--- src/rtl/pet2001io_sched.sv ---
// PET I/O bus-cycle scheduler: divides clk into 6502 bus cycles, emits
// cpu_rdy / slow_clock, and time-shares the I/O register port between
// the CPU (last count of each bus cycle) and a host debug port
// (HOST_SLOT). Read data is captured one clock after each access.
// Ports: clk/reset; cpu_* CPU side; host_* debug side with req/ack
// handshake; io_* to the PIA/VIA register block; slow_clock VIA tick.
module pet2001io_sched #(
    parameter int CLK_DIV   = 50,
    parameter int HOST_SLOT = CLK_DIV / 2
) (
    input  logic        clk,
    input  logic        reset,
    input  logic [10:0] cpu_addr,
    input  logic [7:0]  cpu_wdata,
    input  logic        cpu_we,
    input  logic        cpu_sel,
    input  logic        cpu_halt,
    output logic        cpu_rdy,
    output logic [7:0]  cpu_rdata,
    input  logic        host_req,
    input  logic        host_we,
    input  logic [10:0] host_addr,
    input  logic [7:0]  host_wdata,
    output logic        host_ack,
    output logic [7:0]  host_rdata,
    output logic        host_busy,
    output logic [10:0] io_addr,
    output logic [7:0]  io_wdata,
    output logic        io_we,
    output logic        io_rdy,
    input  logic [7:0]  io_rdata,
    output logic        slow_clock
);

    if (CLK_DIV < 4 || CLK_DIV > 255) begin : g_bad_div
        $error("CLK_DIV must be in 4..255");
    end
    if (HOST_SLOT < 1 || HOST_SLOT > CLK_DIV - 3) begin : g_bad_slot
        $error("HOST_SLOT must be in 1..CLK_DIV-3");
    end

    localparam logic [7:0] LAST  = 8'(CLK_DIV - 1);
    localparam logic [7:0] HSLOT = 8'(HOST_SLOT);

    typedef enum logic [1:0] {
        IDLE,
        PEND,
        CAPT
    } hstate_t;

    hstate_t     state_q, state_d;
    logic [7:0]  cnt_q, cnt_d;
    logic        slow_q, slow_d;
    logic        busy_q, busy_d;
    logic        ack_q, ack_d;
    logic        h_we_q, h_we_d;
    logic [10:0] h_addr_q, h_addr_d;
    logic [7:0]  h_wdata_q, h_wdata_d;
    logic        cpu_cap_q, cpu_cap_d;
    logic [7:0]  cpu_rdata_q, cpu_rdata_d;
    logic [7:0]  host_rdata_q, host_rdata_d;

    logic cpu_slot;
    logic host_slot;
    logic host_go;
    logic cpu_go;

    // Slot decode and I/O port mux
    always_comb begin
        cpu_slot  = (cnt_q == LAST);
        host_slot = (cnt_q == HSLOT);
        host_go   = (state_q == PEND) && host_slot;
        cpu_go    = cpu_slot && cpu_sel && !cpu_halt;

        cpu_rdy  = cpu_slot && !cpu_halt;
        io_rdy   = host_go || cpu_go;
        io_we    = host_go ? h_we_q : (cpu_go && cpu_we);
        io_addr  = host_go ? h_addr_q : cpu_addr;
        io_wdata = host_go ? h_wdata_q : cpu_wdata;

        // Host read data passes straight through during the ack clock
        // so it is valid alongside host_ack, then is held.
        host_rdata = (ack_q && !h_we_q) ? io_rdata : host_rdata_q;
    end

    // Next-state logic
    always_comb begin
        cnt_d        = cpu_slot ? 8'd0 : cnt_q + 8'd1;
        slow_d       = (cnt_d == LAST);
        cpu_cap_d    = cpu_go && !cpu_we;
        cpu_rdata_d  = cpu_cap_q ? io_rdata : cpu_rdata_q;
        host_rdata_d = host_rdata;

        state_d   = state_q;
        busy_d    = busy_q;
        ack_d     = 1'b0;
        h_we_d    = h_we_q;
        h_addr_d  = h_addr_q;
        h_wdata_d = h_wdata_q;

        unique case (state_q)
            IDLE: begin
                if (host_req) begin
                    h_we_d    = host_we;
                    h_addr_d  = host_addr;
                    h_wdata_d = host_wdata;
                    busy_d    = 1'b1;
                    state_d   = PEND;
                end
            end
            PEND: begin
                if (host_slot) begin
                    ack_d   = 1'b1;
                    state_d = CAPT;
                end
            end
            CAPT: begin
                busy_d  = 1'b0;
                state_d = IDLE;
            end
            default: begin
                busy_d  = 1'b0;
                state_d = IDLE;
            end
        endcase
    end

    always_ff @(posedge clk or posedge reset) begin
        if (reset) begin
            state_q      <= IDLE;
            cnt_q        <= 8'd0;
            slow_q       <= 1'b0;
            busy_q       <= 1'b0;
            ack_q        <= 1'b0;
            h_we_q       <= 1'b0;
            h_addr_q     <= 11'd0;
            h_wdata_q    <= 8'd0;
            cpu_cap_q    <= 1'b0;
            cpu_rdata_q  <= 8'd0;
            host_rdata_q <= 8'd0;
        end else begin
            state_q      <= state_d;
            cnt_q        <= cnt_d;
            slow_q       <= slow_d;
            busy_q       <= busy_d;
            ack_q        <= ack_d;
            h_we_q       <= h_we_d;
            h_addr_q     <= h_addr_d;
            h_wdata_q    <= h_wdata_d;
            cpu_cap_q    <= cpu_cap_d;
            cpu_rdata_q  <= cpu_rdata_d;
            host_rdata_q <= host_rdata_d;
        end
    end

    assign slow_clock = slow_q;
    assign host_busy  = busy_q;
    assign host_ack   = ack_q;
    assign cpu_rdata  = cpu_rdata_q;

endmodule

--- config.mk ---
export PLATFORM = sky130hd
export DESIGN_NAME = pet2001io_sched
export DESIGN_NICKNAME = d
export VERILOG_FILES = /design/src/rtl/pet2001io_sched.sv
export SDC_FILE = /design/constraint.sdc
export NUM_CORES = 1
export LEC_CHECK = 0
export CELL_PAD_IN_SITES_DETAIL_PLACEMENT = 0
export CELL_PAD_IN_SITES_GLOBAL_PLACEMENT = 1
export CORE_ASPECT_RATIO = 0.5
export CORE_MARGIN = 2
export CORE_UTILIZATION = 30
export CTS_CLUSTER_SIZE = 25
export DETAILED_ROUTE_END_ITERATION = 16
export GPL_ROUTABILITY_DRIVEN = 1
export PLACE_DENSITY_LB_ADDON = 0.2
export SYNTH_ARGS = -nofsm -noshare
export SYNTH_HDL_FRONTEND = slang
export SYNTH_SLANG_ARGS = --single-unit
--- constraint.sdc ---
create_clock -name clk -period 2.7 [get_ports clk]
set_clock_uncertainty 0.2 [all_clocks]
set_input_delay 0.54 -clock clk [delete_from_list [all_inputs] [get_ports clk]]
set_output_delay 0.54 -clock clk [all_outputs]
set_load 0.02 [all_outputs]
==> results.py, run 1 <==
metrics = {
    "global_routing": {
        "grt_pass1_vias": 1787,
        "grt_usage_pct": 13.8,
        "antenna_found_initial": 0,
        "grt_pass1_wl_um": 8780,
        "grt_max_degree": 28,
        "overflow": 0,
    },
    "floorplan": {
        "die_w_um": 125,
        "initial_core_util_pct": 30.5,
        "floorplan.die_area_um2": 8110,
        "io_pins": 94,
        "core_um2": 7240,
        "rows": 22,
        "die_h_um": 64.7,
    },
    "placed_design": {
        "place_congestion": 0.828,
        "dpl.hpwl_um": 3540,
        "port_buffers": 93,
        "placed_cell_area_um2": 3360,
        "placed_cells": 354,
    },
    "cts": {
        "clk_path_buf_depth": 2,
        "cts_made_buffers": 5,
        "clkTransAtPathRegs_ps": 60,
        "cts_root_buffer": "clkbuf_16",
        "cts_max_level": 2,
        "insertion_delay_ps": 280,
        "hold_buffers": 0,
        "cts_tree": "done",
        "clock-sinks": 50,
    },
    "route": {
        "vias_per_cell": 4.48,
        "vias": 1686,
        "wl_met1_um": 2320,
        "drc": 0,
        "dr_wl_met3_um": 239,
        "routed-wl-met2_um": 2680,
        "routed.top_layer": "met4",
        "routed_wl_um": 5270,
        "first_iter_violations": 50,
        "post_drt_wl_per_cell_um": 14.0,
        "drtAntennaViolNets": 0,
        "first_pass_iters": 4,
    },
    "synthesis": {
        "synth-seq-area-share_pct": 56.6,
        "ys_top_cells_by_count": "dfrtp_1, mux2_2, nor2_1",
        "syn_area_per_cell_um2": 14.0,
        "yosys_warnings": 0,
        "synth_top_area_cell": "dfrtp_1",
        "synthFlopType": "dfrtp_1",
        "synth-seq-cells": 50,
        "synth.area.top_cells": "dfrtp_1, mux2_2, mux2_1",
        "synth_edf_count": 0,
        "synth_top_cell_area_share_pct": 56.6,
        "synth_cell_types": 29,
        "synth_area_um2": 2210,
        "synth-async-reset-ratio_pct": 100,
        "syn-instance-count": 158,
        "syn_nets": 213,
    },
    "timing": {
        "drv_slew": 0,
        "hold_viol_final": 0,
        "tightest_slew_ps": 518,
        "rsz0062_at_grt": "true",
        "fin_ws_ps": -358,
        "post-route-min-period_ps": 3060,
        "max_freq_mhz": 327,
        "finalCritPeriodShare_pct": 113,
        "relSlewSlack_pct": 65.4,
        "setup-violations-final": 23,
    },
    "status": {
        "run_status": "finished with violations",
        "violations": "setup timing",
    },
    "setup_path": {
        "crit_fanout": 5,
        "crit_required_ps": 1960,
        "end_kind": "primary output",
        "startpoint_type": "register",
        "crit_type": "reg -> out",
        "arrival_ps": 2320,
    },
    "layout": {
        "syn_to_final_growth_pct": 70.0,
        "diodes": 0,
        "fin_cells": 376,
        "filler_cell_count": 631,
        "drive_gt1_share_pct": 42.5,
        "nets": 334,
        "stdcell_area_um2": 3760,
        "regArea_um2": 1250,
        "multi_input_area_um2": 977,
    },
    "power": {
        "p_leak_nw": 1.65,
        "switching_power_uw": 438,
        "ir_drop_mv": 0.354,
        "cellPowerDensity_nw_per_um2": 522,
        "p_clk_share_pct": 35.5,
        "p_int_mw": 1.52,
        "p_comb_share_pct": 17.6,
        "seq_power_share_pct": 46.9,
        "p_sw_share_pct": 22.3,
    },
    "min_path": {
        "hold_class": "reg -> reg",
    },
    "flow_run": {
        "drv_cap": 0,
    },
}
metal layers:
| layer | vias up | GRT usage, % |
|---|---|---|
| li1 | 799 | - |
| met5 | - | 0 |
| met1 | 846 | 16.5 |
| met3 | 2 | 4.54 |
| met2 | 39 | 24.5 |
| met4 | 0 | 3.47 |
kinds of logic after synthesis:
family                     synth area share (%)
muxes                                      28.0
DFF                                        56.6
and+or+nand+nor                            7.59
buffers and inverters                      2.94
AOI/OAI and AO/OA                          1.70
xor gates and xnor gates                   1.98
adders and majority gates                  1.13
final cells by class:
class	count	area share, %
clock buffer	5	3.33
clock inverter	3	1.07
inverter	5	0.500
multi-input combinational	95	26.0
sequential	50	33.3
tap	96	3.20
timing repair buffer	122	32.6
worst paths after layout:
kind | start | end | slack, ps | cells past startpoint
max | cnt_q[1]$_DFF_PP0_ | io_addr[8] | -360 | 9
min | host_busy$_DFFE_PP0P_ | host_busy$_DFFE_PP0P_ | 290 | 1
max reg2reg | cnt_q[1]$_DFF_PP0_ | cpu_cap_q$_DFF_PP0_ | -290 | 16
min reg2reg | host_busy$_DFFE_PP0P_ | host_busy$_DFFE_PP0P_ | 290 | 1
max in group asynchronous | reset | h_wdata_q[2]$_DFFE_PP0P_ | 1360 | 3
min in group asynchronous | reset | cpu_rdata[7]$_DFFE_PP0P_ | 410 | 2
cells in the final DEF (no fill, tap or decap), types with 3 or more instances in the layout:
master,instances
clkdlybuf4s50_1,70
dfrtp_1,50
mux2_2,40
buf_4,23
buf_6,15
mux2_4,12
nor2_1,7
buf_2,7
clkbuf_16,5
inv_1,4
nand3_1,4
buf_12,4
nand2_1,3
xor2_1,3
mux2_1,3
flip-flops by register name, indices dropped and copies added (netlist names):
register / count
h_addr_q: 11
cnt_q: 8
cpu_rdata: 8
h_wdata_q: 8
host_rdata_q: 8
state_q: 2
cpu_cap_q: 1
h_we_q: 1
host_ack: 1
host_busy: 1
slow_clock: 1
repair_timing:
item / in CTS / in global routing
setup buffers: 9 / 3
resized for setup: 129 / 11
setup endpoints to repair: 30 / 23
cloned: 2 / 0
pin swaps: 3 / 3
critical path, cell delays in order (launching register included):
cell,delay (ps)
dfrtp_1,390
inv_1,60
ha_1,130
or4b_4,490
nor3_4,170
buf_12,150
buf_12,100
buf_16,110
mux2_4,300
buf_6,130
metrics by stage:
stage	TNS, ps	power [mW]	hold slack, ps	worst slack (ps)	util (%)
floorplan	0	1.09	251	3.92	-
global placement	-7960	1.26	273	-417	46.4
detailed placement	-9110	1.26	277	-460	46.4
CTS	-6260	1.99	292	-346	50.9
global route	-9180	2.07	302	-458	51.9
finish	-6790	1.96	289	-358	51.9
power groups by stage:
stage,registers (mW),logic [mW],clock network [mW]
2_1_floorplan,0.913,0.179,0
3_3_place_gp,0.930,0.325,0
3_5_place_dp,0.929,0.333,0
4_1_cts,0.920,0.345,0.726
5_1_grt,0.940,0.375,0.759
6_report,0.920,0.346,0.696
Note: power is estimated with default switching activity, not from simulation.
==> inputs of run 2 (changes only) <==
==> constraint.sdc (replaced) <==
create_clock -name clk -period 2.7 [get_ports clk]
set_clock_uncertainty 0.2 [all_clocks]
set_input_delay 0.54 -clock clk [delete_from_list [all_inputs] [get_ports clk]]
set_output_delay 0.54 -clock clk [all_outputs]
set_load 0.01 [all_outputs]
==> run 2 against run 1 <==
The run still ends with setup timing left. Setup slack better by 71 ps. Register-to-register slack better by 700 ps. Routed wire length grew 3.1%. Final area up 0.13%. Flip-flop and latch count did not move. Critical path depth grew 1. Global-route usage rose by 0.21 points. Utilization is 0.069 points higher. Cell count down 0.80%. Clock-buffer cell count up 2.
==> results.py, run 2 (same netlist as run 1, synthesis figures left out) <==
metrics = {
    "layout": {
        "multi_input_area_um2": 997,
        "nets": 331,
        "diodes": 0,
        "regArea_um2": 1250,
        "stdcell_area_um2": 3760,
        "top_register": "h_addr_q",
        "largest_reg_flops": 11,
        "filler_cell_count": 640,
        "final_cell_mix": "clkdlybuf4s50_1, dfrtp_1, mux2_2, buf_6, mux2_4",
        "drive_gt1_share_pct": 43.0,
        "syn_to_final_growth_pct": 70.3,
        "fin_util_pct": 52.0,
        "mostFrequentLayoutCell": "clkdlybuf4s50_1",
    },
    "route": {
        "routed_wl_um": 5430,
        "vias_per_cell": 4.42,
        "first_iter_violations": 39,
        "post_drt_wl_per_cell_um": 14.6,
        "drtAntennaViolNets": 0,
        "first_pass_iters": 4,
        "vias": 1648,
        "drc": 0,
    },
    "status": {
        "run_status": "finished with violations",
        "violations": "setup timing",
    },
    "timing": {
        "max_freq_mhz": 335,
        "drv_slew": 0,
        "holdWs_ps": 284,
        "setup-violations-final": 22,
        "finalCritPeriodShare_pct": 111,
        "fin_ws_ps": -287,
        "rsz0062_at_grt": "true",
        "hold_viol_final": 0,
        "post-route-min-period_ps": 2990,
        "finalSetupTns_ps": -5840,
        "tightest_slew_ps": 511,
        "relSlewSlack_pct": 65.9,
    },
    "global_routing": {
        "grt_pass1_vias": 1735,
        "grt_usage_pct": 14.0,
        "grt_pass1_wl_um": 8960,
        "antenna_found_initial": 0,
        "overflow": 0,
        "grt_max_degree": 28,
    },
    "power": {
        "cellPowerDensity_nw_per_um2": 497,
        "switching_power_uw": 408,
        "p_int_mw": 1.46,
        "seq_power_share_pct": 49.5,
        "p_total_mw": 1.87,
        "p_leak_nw": 1.65,
        "p_clk_share_pct": 33.0,
        "p_comb_share_pct": 17.5,
        "p_sw_share_pct": 21.8,
        "ir_drop_mv": 0.299,
    },
    "cts": {
        "hold_buffers": 0,
        "cts_max_level": 2,
        "cts_tree": "done",
        "cts_root_buffer": "clkbuf_16",
        "clock-sinks": 50,
        "clkTransAtPathRegs_ps": 60,
        "clk_path_buf_depth": 2,
        "cts_made_buffers": 5,
        "insertion_delay_ps": 280,
    },
    "floorplan": {
        "io_pins": 94,
        "core_um2": 7240,
        "die_w_um": 125,
        "initial_core_util_pct": 30.5,
        "rows": 22,
        "die_h_um": 64.7,
        "floorplan.die_area_um2": 8110,
    },
    "setup_path": {
        "reg2reg_slack_ps": 410,
        "reg2reg_depth": 8,
        "crit_required_ps": 1960,
        "crit_fanout": 3,
        "startpoint_type": "register",
        "r2r_start": "cnt_q[0]$_DFF_PP0_",
        "crit_type": "reg -> out",
        "rr_endpoint": "slow_clock$_DFF_PP0_",
        "arrival_ps": 2250,
        "end_kind": "primary output",
    },
    "min_path": {
        "hold_class": "reg -> reg",
        "min_from": "host_busy$_DFFE_PP0P_",
        "hold_depth": 1,
        "hold_path_end": "host_busy$_DFFE_PP0P_",
    },
    "placed_design": {
        "place_congestion": 0.805,
        "placed_cell_area_um2": 3340,
        "port_buffers": 93,
        "dpl.hpwl_um": 3540,
    },
    "flow_run": {
        "drv_cap": 0,
    },
}
[run 2: cell count changes in the layout (fill, tap and decap cells not counted), moves of 3 or more]
cell,previous run,this run
buf_4,23,17
mux2_1,3,0
mux2_4,12,19
mux2_2,40,36
buf_6,15,23
buf_2,7,3
[run 2: cell type report]
type,instances,share of cell area (%)
inverters,5,0.499
clock buffers,7,3.79
flip-flops and latches,50,33.3
well taps,96,3.19
multi-input cells,95,26.5
clock inverters,1,0.133
repair buffers,119,32.6
[run 2: timing repair]
action                                  in CTS  in global routing
pin swaps                                    2                  2
cloned                                       3                  0
endpoints found under the setup margin      22                 30
setup buffers                                6                  6
gates resized for setup                    134                  7
[run 2: worst max path at each step]
stage               slack, ps    endpoint  cells after the start                from
global route             -430       io_we                     10  cnt_q[1]$_DFF_PP0_
floorplan                  50  io_addr[7]                      7  cnt_q[1]$_DFF_PP0_
detailed placement       -390       io_we                      8  cnt_q[1]$_DFF_PP0_
CTS                      -330  io_addr[2]                      9  cnt_q[1]$_DFF_PP0_
global placement         -360       io_we                      8  cnt_q[1]$_DFF_PP0_
finish                   -290       io_we                     10  cnt_q[1]$_DFF_PP0_
[run 2: layer usage]
| metal | global-route usage, % | vias to the layer above | part of all wire (%) |
|---|---|---|---|
| li1 | - | 790 | - |
| met1 | 18.2 | 821 | 45 |
| met2 | 24.2 | 35 | 51 |
| met3 | 3.30 | 2 | 3.5 |
| met4 | 3.33 | 0 | 0.53 |
| met5 | 0 | - | 0 |
[run 2: power groups by stage]
stage	logic, mW	registers [mW]	clock network [mW]
after floorplan	0.158	0.912	0
after CTS	0.330	0.924	0.645
after global placement	0.303	0.930	0
after global routing	0.354	0.942	0.678
after detailed placement	0.312	0.932	0
final	0.328	0.925	0.616
[run 2: critical path: stages, from the launching register on]
cell and delay [ps]:
dfrtp_1 370, inv_1 60, ha_2 160, or4b_4 480, buf_4 150, buf_6 110
nor3_4 120, nand3b_1 130, buf_6 140, o2bb2ai_2 100, buf_2 150
[run 2: stage by stage]
stage,worst slack (ps),instances
after floorplan,50.4,158
after global placement,-358,352
after detailed placement,-390,352
after CTS,-332,369
after global routing,-428,373
final,-287,373
==> inputs of run 3 (changes only) <==
Settings changed: GPL_TIMING_DRIVEN from default to 0.
==> run 3 against run 2 <==
The flow still finishes with violations (setup timing). Register-to-register slack barely moved. Sequential share of layout area is 0.62 points higher. Flip-flop and latch count unchanged. Total power up 1.9%. Combinational power about the same. Highest routed layer unchanged.
==> results.py, run 3 (same netlist as run 1, synthesis figures left out) <==
metrics = {
    "status": {
        "run_status": "finished with violations",
        "violations": "setup timing",
    },
    "cts": {
        "clkTransAtPathRegs_ps": 70,
        "cts_made_buffers": 5,
        "clock-sinks": 50,
        "clk_path_buf_depth": 2,
        "cts_max_level": 2,
        "insertion_delay_ps": 290,
        "cts_tree": "done",
        "cts_root_buffer": "clkbuf_16",
    },
    "layout": {
        "diodes": 0,
        "drive_gt1_share_pct": 40.4,
        "nets": 329,
        "fin_cells": 371,
        "mostFrequentLayoutCell": "clkdlybuf4s50_1",
        "filler_cell_count": 655,
        "final_cell_mix": "clkdlybuf4s50_1, dfrtp_1, mux2_2, buf_6, mux2_4",
        "syn_to_final_growth_pct": 67.2,
        "top_register": "h_addr_q",
        "largest_reg_flops": 11,
    },
    "setup_path": {
        "end_kind": "primary output",
        "arrival_ps": 2330,
        "crit_required_ps": 1960,
        "crit_type": "reg -> out",
        "startpoint_type": "register",
        "crit_fanout": 5,
    },
    "placed_design": {
        "port_buffers": 93,
        "placed_cells": 348,
        "dpl.hpwl_um": 3750,
        "place_congestion": 0.753,
    },
    "power": {
        "cellPowerDensity_nw_per_um2": 516,
        "p_int_mw": 1.46,
        "ir_drop_mv": 0.283,
        "seq_power_share_pct": 48.6,
        "p_clk_share_pct": 34.2,
        "p_sw_share_pct": 23.1,
        "switching_power_uw": 440,
        "p_comb_share_pct": 17.2,
        "p_total_mw": 1.90,
        "p_leak_nw": 1.61,
    },
    "route": {
        "drc": 0,
        "vias_per_cell": 4.44,
        "routed_wl_um": 5490,
        "first_pass_iters": 2,
        "vias": 1647,
        "post_drt_wl_per_cell_um": 14.8,
        "drtAntennaViolNets": 0,
        "first_iter_violations": 54,
    },
    "global_routing": {
        "grt_pass1_wl_um": 9190,
        "grt_usage_pct": 14.4,
        "antenna_found_initial": 0,
        "grt_max_degree": 28,
        "overflow": 0,
        "grt_pass1_vias": 1808,
    },
    "floorplan": {
        "io_pins": 94,
        "floorplan.die_area_um2": 8110,
        "initial_core_util_pct": 30.5,
        "rows": 22,
        "die_w_um": 125,
        "die_h_um": 64.7,
        "core_um2": 7240,
    },
    "timing": {
        "max_freq_mhz": 326,
        "post-route-min-period_ps": 3070,
        "fin_ws_ps": -371,
        "setup-violations-final": 22,
        "holdWs_ps": 291,
        "finalCritPeriodShare_pct": 114,
        "rsz0062_at_grt": "true",
        "relSlewSlack_pct": 62.7,
        "drv_slew": 0,
        "hold_viol_final": 0,
        "tightest_slew_ps": 559,
    },
    "flow_run": {
        "drv_cap": 0,
    },
    "min_path": {
        "hold_class": "reg -> reg",
    },
}
## run 3: area by class of cell
class                   count  area, um2  area share, %
repair buffers            111       1120           30.4
multi-input cells          95        983           26.6
clock inverters             2       16.3          0.440
well taps                  96        120           3.25
plain buffers               6       41.3           1.12
flip-flops and latches     50       1250           33.9
inverters                   5       18.8          0.508
clock buffers               6        139           3.76
## run 3: metal layers
layer / routed length (um) / global-route usage (%) / share of wire, %
met5: 0 / 0 / 0
met4: 41 / 2.92 / 0.75
met3: 243 / 4.29 / 4.4
met2: 2820 / 26.4 / 51
met1: 2380 / 17.0 / 43
## run 3: through the flow
step,instance area [um2],TNS [ps],utilization (%),setup WS [ps]
2_1_floorplan,2210,0,-,50.4
3_3_place_gp,3260,-24280,45.0,-549
3_5_place_dp,3280,-11980,45.3,-583
4_1_cts,3690,-7790,50.9,-390
5_1_grt,3690,-9800,51.0,-489
6_report,3690,-7230,51.0,-371
## run 3: critical path, stage by stage (launching register included)
cell	delay, ps
dfrtp_1	390
inv_1	60
ha_1	120
or4b_4	500
nor3_4	260
buf_6	160
buf_8	130
mux2_4	310
buf_6	120
## run 3: what timing repair did
action                                 4_1_cts  5_1_grt
hold buffers                                 0        0
endpoints found under the hold margin        0        0
pin swaps                                    4        1
gates resized for setup                    140        3
buffers inserted                            15        1
setup endpoints to repair                   30       22
gates cloned                                 1        0
## run 3: path summary, 6_finish.rpt
path	from	end	slack, ps	cells after the start
setup / recovery	cnt_q[1]$_DFF_PP0_	io_addr[3]	-370	8
hold / removal	host_busy$_DFFE_PP0P_	host_busy$_DFFE_PP0P_	290	1
setup reg to reg	cnt_q[0]$_DFF_PP0_	slow_clock$_DFF_PP0_	420	7
hold reg to reg	host_busy$_DFFE_PP0P_	host_busy$_DFFE_PP0P_	290	1
max in group asynchronous	reset	h_addr_q[3]$_DFFE_PP0P_	1350	3
min in group asynchronous	reset	host_rdata_q[6]$_DFF_PP0_	410	2
## run 3: power groups by stage
stage / clock network (mW) / registers [mW] / logic (mW)
6_report: 0.652 / 0.925 / 0.328
5_1_grt: 0.716 / 0.942 / 0.359
4_1_cts: 0.673 / 0.924 / 0.333
3_5_place_dp: 0 / 0.933 / 0.313
3_3_place_gp: 0 / 0.926 / 0.299
2_1_floorplan: 0 / 0.912 / 0.158
